`src/rtl/multicycle_control_unit_if.sv`:
```
// ---------------------------------------------------------------------------
// multicycle_control_unit_if
//   Bundles every signal between the multi-cycle control unit and its
//   datapath: the instruction register, the memory port handshake, the
//   branch comparator, the mul/div unit and all control outputs.
//
//   master : the control unit (drives strobes and mux selects)
//   slave  : the datapath / memory / mul/div side
//
// Handshake semantics: memRead/memWrite are requests held high by the master
// until the slave answers with memReady in the same cycle; the transfer
// completes on the first clock edge where request and memReady are both
// high. mulDivStart is a single-cycle pulse; mulDivDone is a single-cycle
// pulse returned by the slave when the result is valid and is only
// observed while the master is waiting for it.
// ---------------------------------------------------------------------------
interface multicycle_control_unit_if;
    logic [31:0] instr;
    logic        memReady;
    logic        branchTaken;
    logic        mulDivDone;

    logic        pcWrite;
    logic        irWrite;
    logic        memRead;
    logic        memWrite;
    logic        regWrite;
    logic [1:0]  ALUSrcA;
    logic [1:0]  ALUSrcB;
    logic [3:0]  ALUCtrl;
    logic [4:0]  immCtrl;
    logic [1:0]  memtoReg;
    logic        mulDivStart;
    logic [2:0]  mulDivOp;
    logic        illegal;
    logic        busError;
    logic [2:0]  state;

    modport master (
        input  instr, memReady, branchTaken, mulDivDone,
        output pcWrite, irWrite, memRead, memWrite, regWrite,
               ALUSrcA, ALUSrcB, ALUCtrl, immCtrl, memtoReg,
               mulDivStart, mulDivOp, illegal, busError, state
    );

    modport slave (
        output instr, memReady, branchTaken, mulDivDone,
        input  pcWrite, irWrite, memRead, memWrite, regWrite,
               ALUSrcA, ALUSrcB, ALUCtrl, immCtrl, memtoReg,
               mulDivStart, mulDivOp, illegal, busError, state
    );
endinterface

```
`src/rtl/multicycle_control_unit.sv`:
```
// ---------------------------------------------------------------------------
// multicycle_control_unit
//   FSM control unit for a multi-cycle RV32I core (optional M extension).
//   Sequences FETCH -> DECODE -> EXEC -> [MEM | MULDIV] -> WB, with a
//   timeout on memory waits and a sticky TRAP state left only by reset.
//
// Ports:
//   clk   - clock
//   rstn  - synchronous active-low reset; also forces all strobes low
//   bus   - master side of multicycle_control_unit_if (instr, memReady,
//           branchTaken, mulDivDone in; strobes, mux selects, sticky
//           illegal/busError and debug state out)
//
// Encodings:
//   ALUCtrl : 0 ADD, 1 SUB, 2 SLL, 3 SLT, 4 SLTU, 5 XOR, 6 SRL, 7 SRA,
//             8 OR, 9 AND, 10 ADD with bit 0 of the result cleared (JALR)
//   immCtrl : one-hot 00001 I, 00010 S, 00100 B, 01000 U, 10000 J
// ---------------------------------------------------------------------------
module multicycle_control_unit #(
    parameter bit EN_M_EXT     = 1'b1,
    parameter int MEM_WAIT_MAX = 15,
    parameter int CNT_W        = 8
) (
    input logic clk,
    input logic rstn,
    multicycle_control_unit_if.master bus
);
    typedef enum logic [2:0] {
        S_FETCH = 3'd0, S_DECODE = 3'd1, S_EXEC = 3'd2, S_MULDIV = 3'd3,
        S_MEM = 3'd4, S_WB = 3'd5, S_TRAP = 3'd6
    } state_t;

    localparam logic [6:0] OP_LUI = 7'b0110111, OP_AUIPC = 7'b0010111;
    localparam logic [6:0] OP_JAL = 7'b1101111, OP_JALR = 7'b1100111;
    localparam logic [6:0] OP_BR  = 7'b1100011, OP_LOAD = 7'b0000011;
    localparam logic [6:0] OP_ST  = 7'b0100011, OP_IMM  = 7'b0010011;
    localparam logic [6:0] OP_REG = 7'b0110011;

    localparam logic [3:0] ALU_ADD = 4'd0, ALU_SUB = 4'd1, ALU_SLL = 4'd2;
    localparam logic [3:0] ALU_SLT = 4'd3, ALU_SLTU = 4'd4, ALU_XOR = 4'd5;
    localparam logic [3:0] ALU_SRL = 4'd6, ALU_SRA = 4'd7, ALU_OR = 4'd8;
    localparam logic [3:0] ALU_AND = 4'd9, ALU_ADDJ = 4'd10;

    localparam logic [4:0] IMM_I = 5'b00001, IMM_S = 5'b00010, IMM_B = 5'b00100;
    localparam logic [4:0] IMM_U = 5'b01000, IMM_J = 5'b10000;

    // Counter value meaning "this is the last permitted low-ready cycle".
    localparam logic [CNT_W-1:0] WAIT_LAST = CNT_W'(MEM_WAIT_MAX - 1);

    state_t           state_q, state_d;
    logic [CNT_W-1:0] cnt_q, cnt_d;
    logic             illegal_q, illegal_d;
    logic             bus_err_q, bus_err_d;

    logic [6:0] opcode;
    logic [2:0] funct3;
    logic [6:0] funct7;
    logic [4:0] rd;
    logic       is_m;
    logic       legal;
    logic       unused_instr_bits;

    assign opcode            = bus.instr[6:0];
    assign rd                = bus.instr[11:7];
    assign funct3            = bus.instr[14:12];
    assign funct7            = bus.instr[31:25];
    assign unused_instr_bits = ^bus.instr[24:15];
    assign is_m              = EN_M_EXT && (opcode == OP_REG) && (funct7 == 7'b0000001);

    function automatic logic [3:0] alu_op(input logic [2:0] f3, input logic alt,
                                          input logic is_reg);
        case (f3)
            3'b000:  alu_op = (is_reg && alt) ? ALU_SUB : ALU_ADD;
            3'b001:  alu_op = ALU_SLL;
            3'b010:  alu_op = ALU_SLT;
            3'b011:  alu_op = ALU_SLTU;
            3'b100:  alu_op = ALU_XOR;
            3'b101:  alu_op = alt ? ALU_SRA : ALU_SRL;
            3'b110:  alu_op = ALU_OR;
            default: alu_op = ALU_AND;
        endcase
    endfunction

    // Legality check of opcode plus the funct3/funct7 combinations it allows.
    always_comb begin
        legal = 1'b0;
        case (opcode)
            OP_LUI, OP_AUIPC, OP_JAL: legal = 1'b1;
            OP_JALR: legal = (funct3 == 3'b000);
            OP_BR:   legal = (funct3 != 3'b010) && (funct3 != 3'b011);
            OP_LOAD: legal = funct3 inside {3'b000, 3'b001, 3'b010, 3'b100, 3'b101};
            OP_ST:   legal = funct3 inside {3'b000, 3'b001, 3'b010};
            OP_IMM: begin
                if (funct3 == 3'b001)      legal = (funct7 == 7'b0000000);
                else if (funct3 == 3'b101) legal = (funct7 == 7'b0000000) || (funct7 == 7'b0100000);
                else                       legal = 1'b1;
            end
            OP_REG: begin
                if (funct7 == 7'b0000000)      legal = 1'b1;
                else if (funct7 == 7'b0100000) legal = (funct3 == 3'b000) || (funct3 == 3'b101);
                else if (funct7 == 7'b0000001) legal = EN_M_EXT;
                else                           legal = 1'b0;
            end
            default: legal = 1'b0;
        endcase
    end

    // State register
    always_ff @(posedge clk) begin
        if (!rstn) begin
            state_q   <= S_FETCH;
            cnt_q     <= '0;
            illegal_q <= 1'b0;
            bus_err_q <= 1'b0;
        end else begin
            state_q   <= state_d;
            cnt_q     <= cnt_d;
            illegal_q <= illegal_d;
            bus_err_q <= bus_err_d;
        end
    end

    // Next-state logic. The wait counter defaults to 0 so it is already
    // clear on every entry to FETCH or MEM.
    always_comb begin
        state_d   = state_q;
        cnt_d     = '0;
        illegal_d = illegal_q;
        bus_err_d = bus_err_q;
        case (state_q)
            S_FETCH, S_MEM: begin
                if (bus.memReady) begin
                    if (state_q == S_FETCH)      state_d = S_DECODE;
                    else if (opcode == OP_LOAD)  state_d = S_WB;
                    else                         state_d = S_FETCH;
                end else if (cnt_q == WAIT_LAST) begin
                    state_d   = S_TRAP;
                    bus_err_d = 1'b1;
                end else begin
                    cnt_d = cnt_q + 1'b1;
                end
            end
            S_DECODE: begin
                if (!legal) begin
                    state_d   = S_TRAP;
                    illegal_d = 1'b1;
                end else begin
                    state_d = S_EXEC;
                end
            end
            S_EXEC: begin
                if (opcode == OP_LOAD || opcode == OP_ST) state_d = S_MEM;
                else if (opcode == OP_BR)                 state_d = S_FETCH;
                else if (is_m)                            state_d = S_MULDIV;
                else                                      state_d = S_WB;
            end
            S_MULDIV: if (bus.mulDivDone) state_d = S_WB;
            S_WB:     state_d = S_FETCH;
            S_TRAP:   state_d = S_TRAP;
            default:  state_d = S_FETCH;
        endcase
    end

    // Output logic
    logic       pc_write, ir_write, mem_read, mem_write, reg_write, md_start;
    logic [1:0] src_a, src_b, mem_to_reg;
    logic [3:0] alu_ctrl;
    logic [4:0] imm_ctrl;

    always_comb begin
        pc_write   = 1'b0;
        ir_write   = 1'b0;
        mem_read   = 1'b0;
        mem_write  = 1'b0;
        reg_write  = 1'b0;
        md_start   = 1'b0;
        src_a      = 2'd0;
        src_b      = 2'd1;
        alu_ctrl   = ALU_ADD;
        imm_ctrl   = IMM_I;
        mem_to_reg = 2'd0;
        case (state_q)
            S_FETCH: begin
                mem_read = 1'b1;
                src_a    = 2'd1;
                src_b    = 2'd2;
                ir_write = bus.memReady;
                pc_write = bus.memReady;
            end
            S_EXEC: begin
                case (opcode)
                    OP_LUI:   begin src_a = 2'd2; imm_ctrl = IMM_U; end
                    OP_AUIPC: begin src_a = 2'd1; imm_ctrl = IMM_U; end
                    OP_JAL:   begin src_a = 2'd1; imm_ctrl = IMM_J; pc_write = 1'b1; end
                    OP_JALR:  begin alu_ctrl = ALU_ADDJ; pc_write = 1'b1; end
                    OP_BR: begin
                        src_a    = 2'd1;
                        imm_ctrl = IMM_B;
                        pc_write = bus.branchTaken;
                    end
                    OP_ST:  imm_ctrl = IMM_S;
                    OP_IMM: alu_ctrl = alu_op(funct3, funct7[5], 1'b0);
                    OP_REG: begin
                        src_b    = 2'd0;
                        alu_ctrl = alu_op(funct3, funct7[5], 1'b1);
                        md_start = is_m;
                    end
                    default: ;
                endcase
            end
            S_MEM: begin
                // Keep driving the address computation while the request waits.
                imm_ctrl  = (opcode == OP_ST) ? IMM_S : IMM_I;
                mem_read  = (opcode == OP_LOAD);
                mem_write = (opcode == OP_ST);
            end
            S_WB: begin
                reg_write = (rd != 5'd0);
                if (opcode == OP_LOAD)                         mem_to_reg = 2'd1;
                else if (opcode == OP_JAL || opcode == OP_JALR) mem_to_reg = 2'd2;
                else if (is_m)                                  mem_to_reg = 2'd3;
                else                                            mem_to_reg = 2'd0;
            end
            default: ;
        endcase
    end

    assign bus.pcWrite     = pc_write  & rstn;
    assign bus.irWrite     = ir_write  & rstn;
    assign bus.memRead     = mem_read  & rstn;
    assign bus.memWrite    = mem_write & rstn;
    assign bus.regWrite    = reg_write & rstn;
    assign bus.mulDivStart = md_start  & rstn;
    assign bus.ALUSrcA     = src_a;
    assign bus.ALUSrcB     = src_b;
    assign bus.ALUCtrl     = alu_ctrl;
    assign bus.immCtrl     = imm_ctrl;
    assign bus.memtoReg    = mem_to_reg;
    assign bus.mulDivOp    = funct3;
    assign bus.illegal     = illegal_q;
    assign bus.busError    = bus_err_q;
    assign bus.state       = state_q;
endmodule
```
`src/flat_wrapper.sv`:
```
// flat-port wrapper written by rule: the top's interface ports become plain ports
module multicycle_control_unit_flat 
#(
    parameter bit EN_M_EXT     = 1'b1,
    parameter int MEM_WAIT_MAX = 15,
    parameter int CNT_W        = 8
)
  (clk, rstn, bus_instr, bus_memReady, bus_branchTaken, bus_mulDivDone, bus_pcWrite, bus_irWrite, bus_memRead, bus_memWrite, bus_regWrite, bus_ALUSrcA, bus_ALUSrcB, bus_ALUCtrl, bus_immCtrl, bus_memtoReg, bus_mulDivStart, bus_mulDivOp, bus_illegal, bus_busError, bus_state);
  multicycle_control_unit_if bus_i ();
  input logic clk;
  input logic rstn;
  input wire logic [$bits(bus_i.instr)-1:0] bus_instr;
  input wire logic [$bits(bus_i.memReady)-1:0] bus_memReady;
  input wire logic [$bits(bus_i.branchTaken)-1:0] bus_branchTaken;
  input wire logic [$bits(bus_i.mulDivDone)-1:0] bus_mulDivDone;
  output wire logic [$bits(bus_i.pcWrite)-1:0] bus_pcWrite;
  output wire logic [$bits(bus_i.irWrite)-1:0] bus_irWrite;
  output wire logic [$bits(bus_i.memRead)-1:0] bus_memRead;
  output wire logic [$bits(bus_i.memWrite)-1:0] bus_memWrite;
  output wire logic [$bits(bus_i.regWrite)-1:0] bus_regWrite;
  output wire logic [$bits(bus_i.ALUSrcA)-1:0] bus_ALUSrcA;
  output wire logic [$bits(bus_i.ALUSrcB)-1:0] bus_ALUSrcB;
  output wire logic [$bits(bus_i.ALUCtrl)-1:0] bus_ALUCtrl;
  output wire logic [$bits(bus_i.immCtrl)-1:0] bus_immCtrl;
  output wire logic [$bits(bus_i.memtoReg)-1:0] bus_memtoReg;
  output wire logic [$bits(bus_i.mulDivStart)-1:0] bus_mulDivStart;
  output wire logic [$bits(bus_i.mulDivOp)-1:0] bus_mulDivOp;
  output wire logic [$bits(bus_i.illegal)-1:0] bus_illegal;
  output wire logic [$bits(bus_i.busError)-1:0] bus_busError;
  output wire logic [$bits(bus_i.state)-1:0] bus_state;
  assign bus_i.instr = bus_instr;
  assign bus_i.memReady = bus_memReady;
  assign bus_i.branchTaken = bus_branchTaken;
  assign bus_i.mulDivDone = bus_mulDivDone;
  assign bus_pcWrite = bus_i.pcWrite;
  assign bus_irWrite = bus_i.irWrite;
  assign bus_memRead = bus_i.memRead;
  assign bus_memWrite = bus_i.memWrite;
  assign bus_regWrite = bus_i.regWrite;
  assign bus_ALUSrcA = bus_i.ALUSrcA;
  assign bus_ALUSrcB = bus_i.ALUSrcB;
  assign bus_ALUCtrl = bus_i.ALUCtrl;
  assign bus_immCtrl = bus_i.immCtrl;
  assign bus_memtoReg = bus_i.memtoReg;
  assign bus_mulDivStart = bus_i.mulDivStart;
  assign bus_mulDivOp = bus_i.mulDivOp;
  assign bus_illegal = bus_i.illegal;
  assign bus_busError = bus_i.busError;
  assign bus_state = bus_i.state;
  multicycle_control_unit #(.EN_M_EXT(EN_M_EXT), .MEM_WAIT_MAX(MEM_WAIT_MAX), .CNT_W(CNT_W)) u_core (.clk(clk), .rstn(rstn), .bus(bus_i));
endmodule
```
`config.mk`:
```
export PLATFORM = sky130hd
export DESIGN_NAME = multicycle_control_unit_flat
export DESIGN_NICKNAME = d
export VERILOG_FILES = /design/src/rtl/multicycle_control_unit_if.sv /design/src/rtl/multicycle_control_unit.sv /design/src/flat_wrapper.sv
export SDC_FILE = /design/constraint.sdc
export NUM_CORES = 1
export LEC_CHECK = 0
export CAP_MARGIN = 20
export CORE_ASPECT_RATIO = 0.5
export CORE_MARGIN = 1.5
export CORE_UTILIZATION = 30
export DETAILED_ROUTE_END_ITERATION = 8
export GPL_ROUTABILITY_DRIVEN = 1
export PLACE_DENSITY = 0.62
export REMOVE_ABC_BUFFERS = 1
export SYNTH_ARGS = -nofsm -noshare
export SYNTH_HDL_FRONTEND = slang
export SYNTH_SLANG_ARGS = --single-unit
```
`constraint.sdc`:
```
create_clock -name clk -period 2.9 [get_ports clk]
set_clock_uncertainty 0.1 [all_clocks]
set_input_delay 0.435 -clock clk [delete_from_list [all_inputs] [get_ports clk]]
set_output_delay 0.435 -clock clk [all_outputs]
set_load 0.02 [all_outputs]
```
# Word-level counts from Yosys, hierarchy flattened
# Index checks and enable logic that the tools add are counted.
[totals]
regBits = 13
output_inout_bits = 29
word_cells = 105
[classes]
add_sub_neg = 1
eq_ne = 28
muxes = 41
bitwise = 10
n_reduce_logical = 21
[op_table]
columns = ["cell", "n"]
rows = [
  ["$pmux 4 s7", 2],
  ["$eq 7x6->1 const B", 4],
  ["$mux 3", 9],
  ["$eq 7x7->1 const B", 3],
  ["$pmux 5 s4", 1],
  ["$eq 3x3->1 const B", 6],
  ["$pmux 3 s5", 1],
  ["$eq 7x5->1 const B", 2],
  ["$mux 1", 13],
  ["$eq 3x2->1 const B", 4],
  ["$pmux 2 s2", 3],
  ["$pmux 4 s3", 1],
  ["$mux 2", 5],
  ["$pmux 5 s2", 1],
  ["$reduce_bool 5->1", 2],
  ["$ne 3x2->1 const B", 3],
  ["$add 8x1->8 const B", 1],
  ["$eq 8x4->1 const B", 1],
  ["$eq 7x1->1 const B", 1],
  ["$eq 7x2->1 const B", 1],
  ["$logic_not 7->1", 1],
  ["$pmux 1 s7", 1],
  ["$and 1x1->1", 6],
  ["$eq 3x1->1 const B", 2],
  ["13 further kinds", 27],
]

# Depth between registers and ports, before layout
[logic_depth]
ltp_word = 7
depth_mapped = 7

# Worst setup path after synthesis
# No wires, ideal clock.
[synth_timing]
path_type = "reg2out"
start = "register u_core.state_q[1], in the netlist u_core.bus.state[1]"
end = "output port bus_ALUCtrl[0]"
arrival_time_ns = 2.080
t_required_ns = 2.365
path_slack_ns = 0.285
path_stages_with_launch = 4
path_buffers = 1
path_cell_list = "dfxtp_1 > buf_2 > nand2_1 > a2111oi_0"
[synth_between]
elab_chain_len = 2
[synth_rtl]
columns = ["element", "line", "rtl"]
rows = [
  ["start: declaration", "multicycle_control_unit.sv:50", "state_t state_q, state_d;"],
  ["start signal: assignment", "multicycle_control_unit.sv:116", "state_q <= state_d;"],
  ["$eq 3x2->1", "multicycle_control_unit.sv:182", "case (state_q)"],
  ["$mux 4", "multicycle_control_unit.sv:182", ""],
  ["end: declaration", "flat_wrapper.sv:23", "output wire logic [$bits(bus_i.ALUCtrl)-1:0] bus_ALUCtrl;"],
]
# No other way between the ends.

# Worst setup path in the final report
[layout_timing]
start = "input port bus_instr[5]"
end = "output port bus_memtoReg[0]"
[layout_between]
elab_chain_len = 6
elab_cells_between_ends = 10
cone_classes = "eq/ne: 4; mux: 4; reduce/logical: 2"
[layout_rtl]
columns = ["element", "line", "rtl"]
rows = [
  ["start: declaration", "flat_wrapper.sv:12", "input wire logic [$bits(bus_i.instr)-1:0] bus_instr;"],
  ["$eq 7x6->1", "multicycle_control_unit.sv:68", "assign is_m = EN_M_EXT && (opcode == OP_REG) && (funct7 == 7'b0000001);"],
  ["$logic_and 1x1->1", "multicycle_control_unit.sv:68", ""],
  ["$mux 2", "multicycle_control_unit.sv:221", "else if (is_m) mem_to_reg = 2'd3;"],
  ["$mux 2", "multicycle_control_unit.sv:220", "else if (opcode == OP_JAL || opcode == OP_JALR) mem_to_reg = 2'd2;"],
  ["$mux 2 *", "multicycle_control_unit.sv:219", "if (opcode == OP_LOAD) mem_to_reg = 2'd1;"],
  ["$mux 2 *", "multicycle_control_unit.sv:182", ""],
  ["end: declaration", "flat_wrapper.sv:25", "output wire logic [$bits(bus_i.memtoReg)-1:0] bus_memtoReg;"],
]
# Mark *: on every way between the ends. The rest lies on a longest branch, timed or not.

==> metrics.txt <==
maximum VDD drop=0.000257 V; overall power=0.676 mW; layout cells sized above 1=16.0%; Clk pwr share=23.4%; min cycle time layout=2.83 ns; Slew headroom=69.4%; DR iter-0 viols=62; Pint=0.441 mW; Final TNS setup=0 ns; pin count of the biggest net entering global routing=17; placed wire-length estimate=3120 um; Fmax=353 MHz; multi-input logic area=870 sq um; Post-synth EDFFs=0; # H-tree levels=1; FF+latch area=260 sq um; reg-to-reg startpoint=u_core.cnt_q[0]$_SDFF_PP0_; final setup vio count=0; CTS tree=built; Worst setup EP type=output port; DR DRC count=0; Hold WS=0.348 ns; Mean Syn Cell Area=6.87 sq um; Worst Hold End=u_core.bus.illegal$_SDFFE_PN0P_; number of vias per cell=4.99; worst-path fanout max=5; Synth async-reset ratio=0%; critical path arrival=2.30 ns; most frequent cells in the layout=39 x clkdlybuf4s50_1, 31 x buf_4, 27 x nor2_1; P_leak=0.862 nW; RSZ-0062 raised after global routing=false; Yosys top cell area share=21.3%; synthesized instance count=178; Remaining Overflow, GRT=0; clk_lat worst skew=0.24 ns; Reg clk slew, reported paths=0.05 ns; Min-Delay Path Class=reg2reg; layout filler cell count=406; P_sw=0.235 mW; # rows=16; number of global-route vias before repair=1328; CTS resizes=12; GR Util All Layers=16.9%; critical path type=in2out; synthesized flop and latch total=13; cell depth of the worst hold path=2; status=finished, final reports clean; sw frac=34.7%; antenna violations before repair=0; number of setup buffers added after CTS=0; Routed WL=3880 um; # IOs=66; RR Endpoint=u_core.bus.state[2]$_SDFFE_PN0P_; Worst R2R Path Depth=7; Die Ht=48.1 um; Post-Synthesis Cell Area=0.00122 sq mm; part of the cycle the worst path needs=97.7%; clock sinks=13; global-route wire length before repair=5910 um; sequential fraction of the synthesis area=21.3%; RePlAce Congestion=0.815; Synth area leader=dfxtp_1; sequential share of power=29.7%; placeable core region=0.00390 sq mm; clk root buf=clkbuf_8; DRT antenna net count=0; Pwr Density=331 mW/mm^2; Inserted Diodes=0; DIE WIDTH=93.3 um; Syn. warnings=0; Num CTS Buffers=3; Data required, critical path=2.37 ns; Most used DFF post-synth=dfxtp_1; die area=0.00449 sq mm; most common cell after layout, fill and taps aside=clkdlybuf4s50_1; Avg WL per Cell=12.5 um; Critical Path Start Type=input port; DRT Pass-1 Iters=4; R2R Setup Slk=1.04 ns; Combinational Power Share=46.9%; HP Start=u_core.bus.illegal$_SDFFE_PN0P_; Cell variety after synth=47; final core occ=52.3%; Final Hold Viols=0; Area contributors post-synth=dfxtp_1 21%, nor2_1 8.3%, a21oi_1 6.6%, nand2_1 6.4%, nor3_1 3.7%; fin. max-slew vios=0; IO Port Bufs=55; Layout area overhead=67.1%; initial core utilization=31.3%; Net count, final=297; max-cap violation count=0; hold buffer count at CTS=0; DR vias=1551; Tightest Pin Transition=0.455 ns; Max clock buf depth=2
-- state kept, by name, summed over array words and instances (netlist names) --
signal and count:
u_core.cnt_q 8, u_core.bus.state 3, u_core.bus.busError 1, u_core.bus.illegal 1
-- routing by layer --
metal | vias up | wire length (um) | track usage, %
met3 | 7 | 213 | 2.65
met2 | 42 | 1830 | 30.9
met5 | - | 0 | 0
met1 | 708 | 1790 | 21.4
li1 | 794 | - | -
met4 | 0 | 46 | 5.45
-- power groups by stage --
stage	clock, mW	sequential (mW)	combinational, mW
floorplan	0	0.228	0.123
global placement	0	0.204	0.321
detailed placement	0	0.204	0.322
CTS	0.163	0.201	0.318
global route	0.172	0.202	0.342
finish	0.158	0.201	0.317
-- worst max path at each step --
| stage | depth (start not counted) | startpoint | end | slack [ns] |
|---|---|---|---|---|
| floorplan | 2 | u_core.bus.state[1]$_SDFFE_PN0P_ | bus_ALUCtrl[0] | 0.25 |
| global placement | 7 | bus_instr[2] | bus_mulDivStart | -0.21 |
| detailed placement | 7 | bus_instr[5] | bus_mulDivStart | -0.21 |
| CTS | 7 | bus_instr[3] | bus_memRead | 0.006 |
| global route | 7 | bus_instr[3] | bus_memtoReg[0] | 0.008 |
| finish | 7 | bus_instr[5] | bus_memtoReg[0] | 0.07 |
-- cells in the mapped netlist (2+ instances only) --
master	instances
a311oi_1	2
buf_2	3
a211oi_1	2
nand2_1	21
xor2_1	5
buf_4	3
or3_1	4
a21oi_1	16
nor2b_1	4
nor3_1	9
clkbuf_1	2
o21ai_0	6
and2b_2	2
nor4_1	4
o21a_1	4
nand3b_1	3
ha_1	2
nand3_1	5
nand2b_1	4
and3b_1	2
o32ai_1	2
nand4_1	2
buf_6	2
nor2_1	27
xnor2_1	2
inv_1	7
dfxtp_1	13
-- critical path: stages --
cell	delay, ns
clkdlybuf4s50_1	0.57
and3b_1	0.21
nand2_1	0.07
or3_1	0.40
buf_4	0.15
a21oi_1	0.12
dlygate4sd2_1	0.34
-- logic make-up after synthesis --
kind of cell / share of synthesized area, %
AOI/OAI and AO/OA: 24.0
adders and majority gates: 2.05
xor gates and xnor gates: 5.02
buffers and inverters: 8.09
DFF: 21.3
and+or+nand+nor: 39.6
-- final cells by class --
class | instances | area share (%)
inverter | 7 | 1.29
sequential | 13 | 12.7
clock buffer | 4 | 2.20
timing repair buffer | 86 | 37.9
tap | 54 | 3.31
multi-input combinational | 147 | 42.6
-- metrics by stage --
step                      area (sq um)  setup slack (ns)  instances
after floorplan                   1150             0.249        167
after global placement            2000            -0.206        307
after detailed placement          2000            -0.209        307
after CTS                         2030           0.00625        311
after global routing              2040           0.00811        311
final                             2040            0.0673        311
Power figures use the tool's default switching activity.
